--- config.mk ---
export PLATFORM = sky130hd
export DESIGN_NAME = mux_arb_n
export DESIGN_NICKNAME = d
export VERILOG_FILES = /design/src/rtl/misp_mux_pkg.sv /design/src/rtl/rr_pick_n.sv /design/src/rtl/mux_arb_n.sv
export SDC_FILE = /design/constraint.sdc
export NUM_CORES = 1
export LEC_CHECK = 0
export BUFFER_PORTS_ARGS = -buffer_cell sky130_fd_sc_hd__buf_2
export CAP_MARGIN = 25
export CORE_MARGIN = 2
export CORE_UTILIZATION = 35
export CTS_CLUSTER_DIAMETER = 100
export CTS_CLUSTER_SIZE = 12
export DETAILED_ROUTE_END_ITERATION = 8
export PLACE_DENSITY = 0.68
export SLEW_MARGIN = 20
export SYNTH_ARGS = -nofsm -noshare
export SYNTH_HDL_FRONTEND = slang
export SYNTH_SLANG_ARGS = --single-unit
--- constraint.sdc ---
create_clock -name CLK -period 3.2 [get_ports CLK]
set_input_delay 0.16 -clock CLK [delete_from_list [all_inputs] [get_ports CLK]]
set_output_delay 0.16 -clock CLK [all_outputs]
set_load 0.03 [all_outputs]
--- src/rtl/misp_mux_pkg.sv ---
// misp_mux_pkg: shared definitions for the registered N-input source selector.
//   MODE_DIRECT / MODE_RR : values of the Mode input.
//   out_state_e           : output register occupancy (EMPTY / FULL).
//   clog2_min1            : select-index width, never less than one bit.
package misp_mux_pkg;

   localparam logic MODE_DIRECT = 1'b0;
   localparam logic MODE_RR     = 1'b1;

   typedef enum logic {
      ST_EMPTY = 1'b0,
      ST_FULL  = 1'b1
   } out_state_e;

   function automatic int clog2_min1(input int n);
      return (n <= 2) ? 1 : $clog2(n);
   endfunction

endpackage

--- src/rtl/rr_pick_n.sv ---
// rr_pick_n: combinational round-robin search.
//   valid [N]     : request vector.
//   ptr   [SEL_W] : highest-priority index (assumed < N).
//   grant [SEL_W] : first valid index at or after ptr, wrapping modulo N.
//   found         : at least one request is valid.
module rr_pick_n
   import misp_mux_pkg::*;
#(
   parameter  int N     = 4,
   localparam int SEL_W = clog2_min1(N)
) (
   input  logic [N-1:0]     valid,
   input  logic [SEL_W-1:0] ptr,
   output logic [SEL_W-1:0] grant,
   output logic             found
);

   // Two constant-index passes instead of a modulo walk: the first covers
   // ptr..N-1, the second (only reached when that range is idle) picks the
   // lowest index below ptr, which is the wrapped continuation.
   always_comb begin
      grant = '0;
      found = 1'b0;
      for (int unsigned i = 0; i < N; i++) begin
         if (!found && valid[i] && (i >= 32'(ptr))) begin
            found = 1'b1;
            grant = SEL_W'(i);
         end
      end
      for (int unsigned i = 0; i < N; i++) begin
         if (!found && valid[i]) begin
            found = 1'b1;
            grant = SEL_W'(i);
         end
      end
   end

endmodule

--- src/rtl/mux_arb_n.sv ---
// mux_arb_n: registered N-input, WIDTH-bit source selector with per-input
// valid/ready handshake, output backpressure and direct / round-robin mode.
//   CLK, Reset : clock, synchronous active-high reset.
//   In         : flattened inputs, input i at In[i*WIDTH +: WIDTH].
//   In_Valid   : per-input data present.
//   In_Ready   : per-input accepted this cycle (combinational).
//   S          : source index in direct mode.
//   Mode       : MODE_DIRECT (S selects) or MODE_RR (round-robin).
//   Out        : registered selected data.
//   Out_Sel    : index of the input that produced Out.
//   Out_Valid  : Out holds an unconsumed word.
//   Out_Ready  : consumer takes Out this cycle.
module mux_arb_n
   import misp_mux_pkg::*;
#(
   parameter  int WIDTH = 16,
   parameter  int N     = 4,
   localparam int SEL_W = clog2_min1(N)
) (
   input  logic               CLK,
   input  logic               Reset,
   input  logic [N*WIDTH-1:0] In,
   input  logic [N-1:0]       In_Valid,
   output logic [N-1:0]       In_Ready,
   input  logic [SEL_W-1:0]   S,
   input  logic               Mode,
   output logic [WIDTH-1:0]   Out,
   output logic [SEL_W-1:0]   Out_Sel,
   output logic               Out_Valid,
   input  logic               Out_Ready
);

   out_state_e       state, state_next;
   logic [SEL_W-1:0] rr_ptr;
   logic [SEL_W-1:0] rr_grant, dir_grant, grant;
   logic             rr_found, dir_found, found;
   logic             load, xfer;
   logic [WIDTH-1:0] sel_data;

   rr_pick_n #(.N(N)) u_pick (
      .valid (In_Valid),
      .ptr   (rr_ptr),
      .grant (rr_grant),
      .found (rr_found)
   );

   // Direct path: S values with no matching input (S >= N) never grant.
   always_comb begin
      dir_grant = S;
      dir_found = 1'b0;
      for (int unsigned i = 0; i < N; i++) begin
         if (S == SEL_W'(i)) dir_found = In_Valid[i];
      end
   end

   always_comb begin
      grant = dir_grant;
      found = dir_found;
      if (Mode == MODE_RR) begin
         grant = rr_grant;
         found = rr_found;
      end
   end

   assign load = (state == ST_EMPTY) || Out_Ready;
   // Reset outranks acceptance, so no producer sees a handshake that cycle.
   assign xfer = load && found && !Reset;

   always_comb begin
      In_Ready = '0;
      for (int unsigned i = 0; i < N; i++) begin
         In_Ready[i] = xfer && (grant == SEL_W'(i));
      end
   end

   always_comb begin
      sel_data = '0;
      for (int unsigned i = 0; i < N; i++) begin
         if (grant == SEL_W'(i)) sel_data = In[i*WIDTH +: WIDTH];
      end
   end

   // Output register occupancy FSM.
   always_ff @(posedge CLK) begin
      if (Reset) state <= ST_EMPTY;
      else       state <= state_next;
   end

   always_comb begin
      state_next = state;
      if (load) state_next = found ? ST_FULL : ST_EMPTY;
   end

   always_comb begin
      Out_Valid = (state == ST_FULL);
   end

   // Data, source index and round-robin pointer.
   always_ff @(posedge CLK) begin
      if (Reset) begin
         Out     <= '0;
         Out_Sel <= '0;
         rr_ptr  <= '0;
      end else if (xfer) begin
         Out     <= sel_data;
         Out_Sel <= grant;
         if (Mode == MODE_RR) begin
            rr_ptr <= (grant == SEL_W'(N-1)) ? '0 : grant + SEL_W'(1);
         end
      end
   end

endmodule
# Yosys cells after proc, flatten, opt, wreduce, memory -nomap -nowiden
# Cells that the tools add are included.
[classes]
n_addsub = 1
mul = 0
n_div = 0
n_lt_le_gt_ge = 3
n_eq_ne = 6
n_shift = 0
muxes = 27
n_bitwise = 1
reduce_logical = 28
[ops]
columns = ["operator", "count"]
rows = [
  ["$mux W16", 4],
  ["$logic_and A1 B1 Y1", 16],
  ["$mux W2", 8],
  ["$mux W1", 15],
  ["$eq A2 B2 Y1 const B", 4],
  ["$logic_not A1 Y1", 8],
  ["$eq A2 B1 Y1 const B", 2],
  ["$ge A1 B2 Y1 const A", 2],
  ["$logic_not A2 Y1", 2],
  ["$add A2 B1 Y2 const B", 1],
  ["$ge A2 B2 Y1 const A", 1],
  ["$reduce_and A2 Y1", 1],
  ["$logic_or A1 B1 Y1", 1],
  ["$not A1 Y1", 1],
]
[word_totals]
reg_bits = 21
latchBits = 0
ramBits = 0
rom_bits = 0
elab_cells = 70
mem_count = 0

# Depth between registers and ports, before layout
[logic_depth]
word_depth = 32
ltp_mapped = 11

# By module
# Synthesis repeated with hierarchy kept, for this count alone.
[hier_totals]
hier_cells = 152
hier_area_um2 = 1383.8
[by_module_without_submodules]
columns = ["mod", "instances", "cells_per_inst", "area_each_um2"]
rows = [
  ["mux_arb_n", 1, 140, 1310.0],
  ["rr_pick_n", 1, 12, 73.8],
]

# Least setup slack after synthesis
# No wires, ideal clock.
[synth_timing]
path_type = "reg-to-output"
from = "reg rr_ptr[0]"
to = "out In_Ready[2]"
t_arrival_ns = 2.181
setup_slack_ns = 0.859
stages_incl_launch_ff = 10
n_path_buf = 2
cell_sequence = "dfxtp_1 > or2b_1 > a21o_1 > a32o_1 > inv_1 > ha_1 > buf_2 > clkinv_1 > clkbuf_1 > nor2_1"
[synth_rtl]
columns = ["element", "line", "source"]
rows = [
  ["start, declared", "mux_arb_n.sv:34", "logic [SEL_W-1:0] rr_ptr;"],
  ["start signal, assigned", "mux_arb_n.sv:108", "rr_ptr <= (grant == SEL_W'(N-1)) ? '0 : grant + SEL_W'(1);"],
  ["$ge A1 B2 Y1", "rr_pick_n.sv:25", "if (!found && valid[i] && (i >= 32'(ptr))) begin"],
  ["$logic_and A1 B1 Y1", "rr_pick_n.sv:25", ""],
  ["$mux W1", "rr_pick_n.sv:25", ""],
  ["$logic_not A1 Y1", "rr_pick_n.sv:25", ""],
  ["$logic_and A1 B1 Y1 (2 in a row)", "rr_pick_n.sv:25", ""],
  ["$mux W1", "rr_pick_n.sv:25", ""],
  ["$logic_not A1 Y1", "rr_pick_n.sv:25", ""],
  ["$logic_and A1 B1 Y1 (2 in a row)", "rr_pick_n.sv:25", ""],
  ["[12 not listed]", "--", ""],
  ["$mux W1", "rr_pick_n.sv:31", "if (!found && valid[i]) begin"],
  ["$logic_not A1 Y1", "rr_pick_n.sv:31", ""],
  ["$logic_and A1 B1 Y1", "rr_pick_n.sv:31", ""],
  ["$mux W2 *", "rr_pick_n.sv:31", ""],
  ["$mux W2 *", "mux_arb_n.sv:59", "if (Mode == MODE_RR) begin"],
  ["via grant[0]", "mux_arb_n.sv:35", "logic [SEL_W-1:0] rr_grant, dir_grant, grant;"],
  ["$eq A2 B2 Y1 *", "mux_arb_n.sv:72", "In_Ready[i] = xfer && (grant == SEL_W'(i));"],
  ["$logic_and A1 B1 Y1 *", "mux_arb_n.sv:72", ""],
  ["end, declared", "mux_arb_n.sv:24", "output logic [N-1:0] In_Ready,"],
]
# The timed path passes the listed nets; every way through them passes the cells marked *.

# Worst setup path in the final report
# Same ends and word-level chain as after synthesis.

==> flow_metrics.tcl <==
set metrics [dict create \
    gp_congestion 0.916 \
    rsz0062_at_grt "false" \
    die_w_um 69.8 \
    initial_core_util 0.371 \
    drc 0 \
    start_kind "flip-flop" \
    wl_um 4440 \
    clock_latency_ns 0.26 \
    grt_max_degree 23 \
    syn_nets 247 \
    seqCellArea_um2 420 \
    grt.overflow.total 0 \
    hp-start "Reset" \
    dp_hpwl_um 3370 \
    power_mw 0.879 \
    netlist.top_cell.by_area "dfxtp_1" \
    setup_viol_count_final 0 \
    ys_seq_area_frac 0.277 \
    ir_drop_mv 0.254 \
    diodes 0 \
    ctsResizeCount 0 \
    worst-setup-path-type "reg -> out" \
    synth-seq-cells 21 \
    hold_end "rr_ptr[0]" \
    power_leakage_nw 1.06 \
    async_reset_ff_frac 0 \
    synth_area_leaders "dfxtp_1, mux2i_1, a221o_1, a22oi_1, o21a_1" \
    grt_use_total 0.178 \
    grt_pass1_vias 1572 \
    post-route-period-util 0.813 \
    hold_path.class "in -> reg" \
    path_clk_slew_ns 0.08 \
    worst_pin_slew_ns 0.534 \
    netlist_area_mm2 0.00152 \
    multi_input_comb_area_um2 972 \
    rr_endpoint "Out[12]" \
    p_per_area_mw_per_mm2 430 \
    clock_path_buffers 2 \
    rrSetupSlack_ns 0.71 \
    rows 23 \
    drt_iter0_markers 42 \
    num-nets-final 340 \
    numCtsBuffers 3 \
    synth_cell_type_count 37 \
    min_path_cells 2 \
    maxCapViolCount 0 \
    cts_tree "built" \
    drv_slew 0 \
    htreeDepth 1 \
    core-area_mm2 0.00409 \
    outcome "completed" \
    io_buffers 96 \
    fmax_mhz 384 \
    avgRoutedWirePerCell_um 14.3 \
    ioPinCount 97 \
    synth_edf_count 0 \
    layout-drive-gt1-share 0.425 \
    clock_sinks 21 \
    fin_crit_ns 2.60 \
    finalHoldViolCount 0 \
    cp-end-kind "primary output" \
    syn_avg_cell_area_um2 8.97 \
    num_vias 1647 \
    synth_top_flop_cell "dfxtp_1" \
    synth_common_cells "dfxtp_1, nand2_1, mux2i_1" \
    n_fill_cell 400 \
    post_cts_buffers 0 \
    yosysWarningCount 0 \
    antenna_found_initial 0 \
    tns_ns 0 \
    slew_headroom 0.644 \
    synth_top_area_frac 0.277 \
    cts_root_buf "clkbuf_8" \
    area_growth_pct 34.8 \
    grt_pass1_wl_um 7110 \
    die_y_um 69.8 \
    die_area_mm2 0.00488 \
    syn_inst 169 \
    crit_arrival_ns 2.44 \
    finClkSkew_ns 0.00137 \
    rr_worst_depth 10 \
    crit_path_max_fanout 17 \
    r2r_start "rr_ptr[0]" \
    worstPathRequired_ns 3.04 \
    dr.pass1.iters 4 \
    antenna_left 0 \
    hold_buffers 0 \
    viasPerCell 5.30 \
]
-- worst max path at each step --
stage | startpoint | endpoint | slack (ns)
CTS | rr_ptr[0] | In_Ready[2] | 0.57
finish | rr_ptr[0] | In_Ready[2] | 0.60
floorplan | rr_ptr[0] | In_Ready[2] | 0.86
detailed placement | In_Valid[0] | Out[12] | 0.60
global placement | In_Valid[0] | Out[10] | 0.32
global route | rr_ptr[0] | In_Ready[2] | 0.39
-- layer usage --
layer / part of all wire / GRT usage / vias to the layer above
met1: 0.43 / 0.221 / 753
met4: 0.016 / 0.0513 / 0
met3: 0.077 / 0.0436 / 6
li1: - / - / 822
met5: 0 / 0 / -
met2: 0.48 / 0.304 / 66
-- metrics by stage --
stage	setup slack [ns]	utilization	hold slack, ns	cell area [µm²]	instances
after detailed placement	0.599	0.489	0.427	2000	307
after global placement	0.318	0.487	0.421	1990	306
final	0.599	0.500	0.150	2040	311
after CTS	0.565	0.500	0.145	2040	311
after floorplan	0.859	-	0.229	1520	169
after global routing	0.394	0.500	0.165	2040	311
-- critical path, stage by stage, from the launching register on --
cell and delay (ns):
dfxtp_1 0.34, or2b_1 0.24, a21o_1 0.18, a32o_1 0.29
inv_1 0.11, ha_1 0.17, clkinv_1 0.41, nor2_1 0.21
buf_2 0.22
-- power breakdown --
part	total [mW]	switching, mW	internal, mW	leakage (nW)
clock	0.176	0.0875	0.0887	0.0228
sequential	0.318	0.0194	0.299	0.174
combinational	0.385	0.220	0.165	0.866
-- sequential cells by signal, indices dropped and copies added (netlist names) --
name,cells
Out_Sel,2
rr_ptr,2
Out_Valid,1
Out,16
-- area by class of cell --
| type | instances | share of cell area |
|---|---|---|
| multi-input cells | 128 | 0.476 |
| repair buffers | 100 | 0.252 |
| flip-flops and latches | 21 | 0.206 |
| well taps | 50 | 0.0306 |
| clock buffers | 4 | 0.0220 |
| inverters | 8 | 0.0147 |
-- placed cells by master, fill, tap and decap left out, drive strengths merged --
master / count
or2b: 2
clkbuf: 4
and2: 1
or2: 3
ha: 4
o21a: 16
a221o: 15
dfxtp: 21
a21o: 1
a31o: 1
buf: 100
o2bb2ai: 1
inv: 6
nand3: 2
nor2: 7
a32o: 1
o2111ai: 1
clkinv: 2
nor3b: 1
o21ai: 2
nor2b: 4
a21oi: 5
mux4: 1
nand2: 21
a22oi: 16
mux2i: 18
nand2b: 1
o221a: 1
nand4: 1
or3: 2
-- cell families after synthesis --
group,Yosys count,synth area share
buffers and inverters,20,0.0817
multiplexers,19,0.136
flip-flops,21,0.277
adder cells (fa/ha/maj),4,0.0330
AND/OR/NAND/NOR,45,0.155
AO/OA/AOI/OAI,60,0.317
Power figures use the tool's default switching activity.
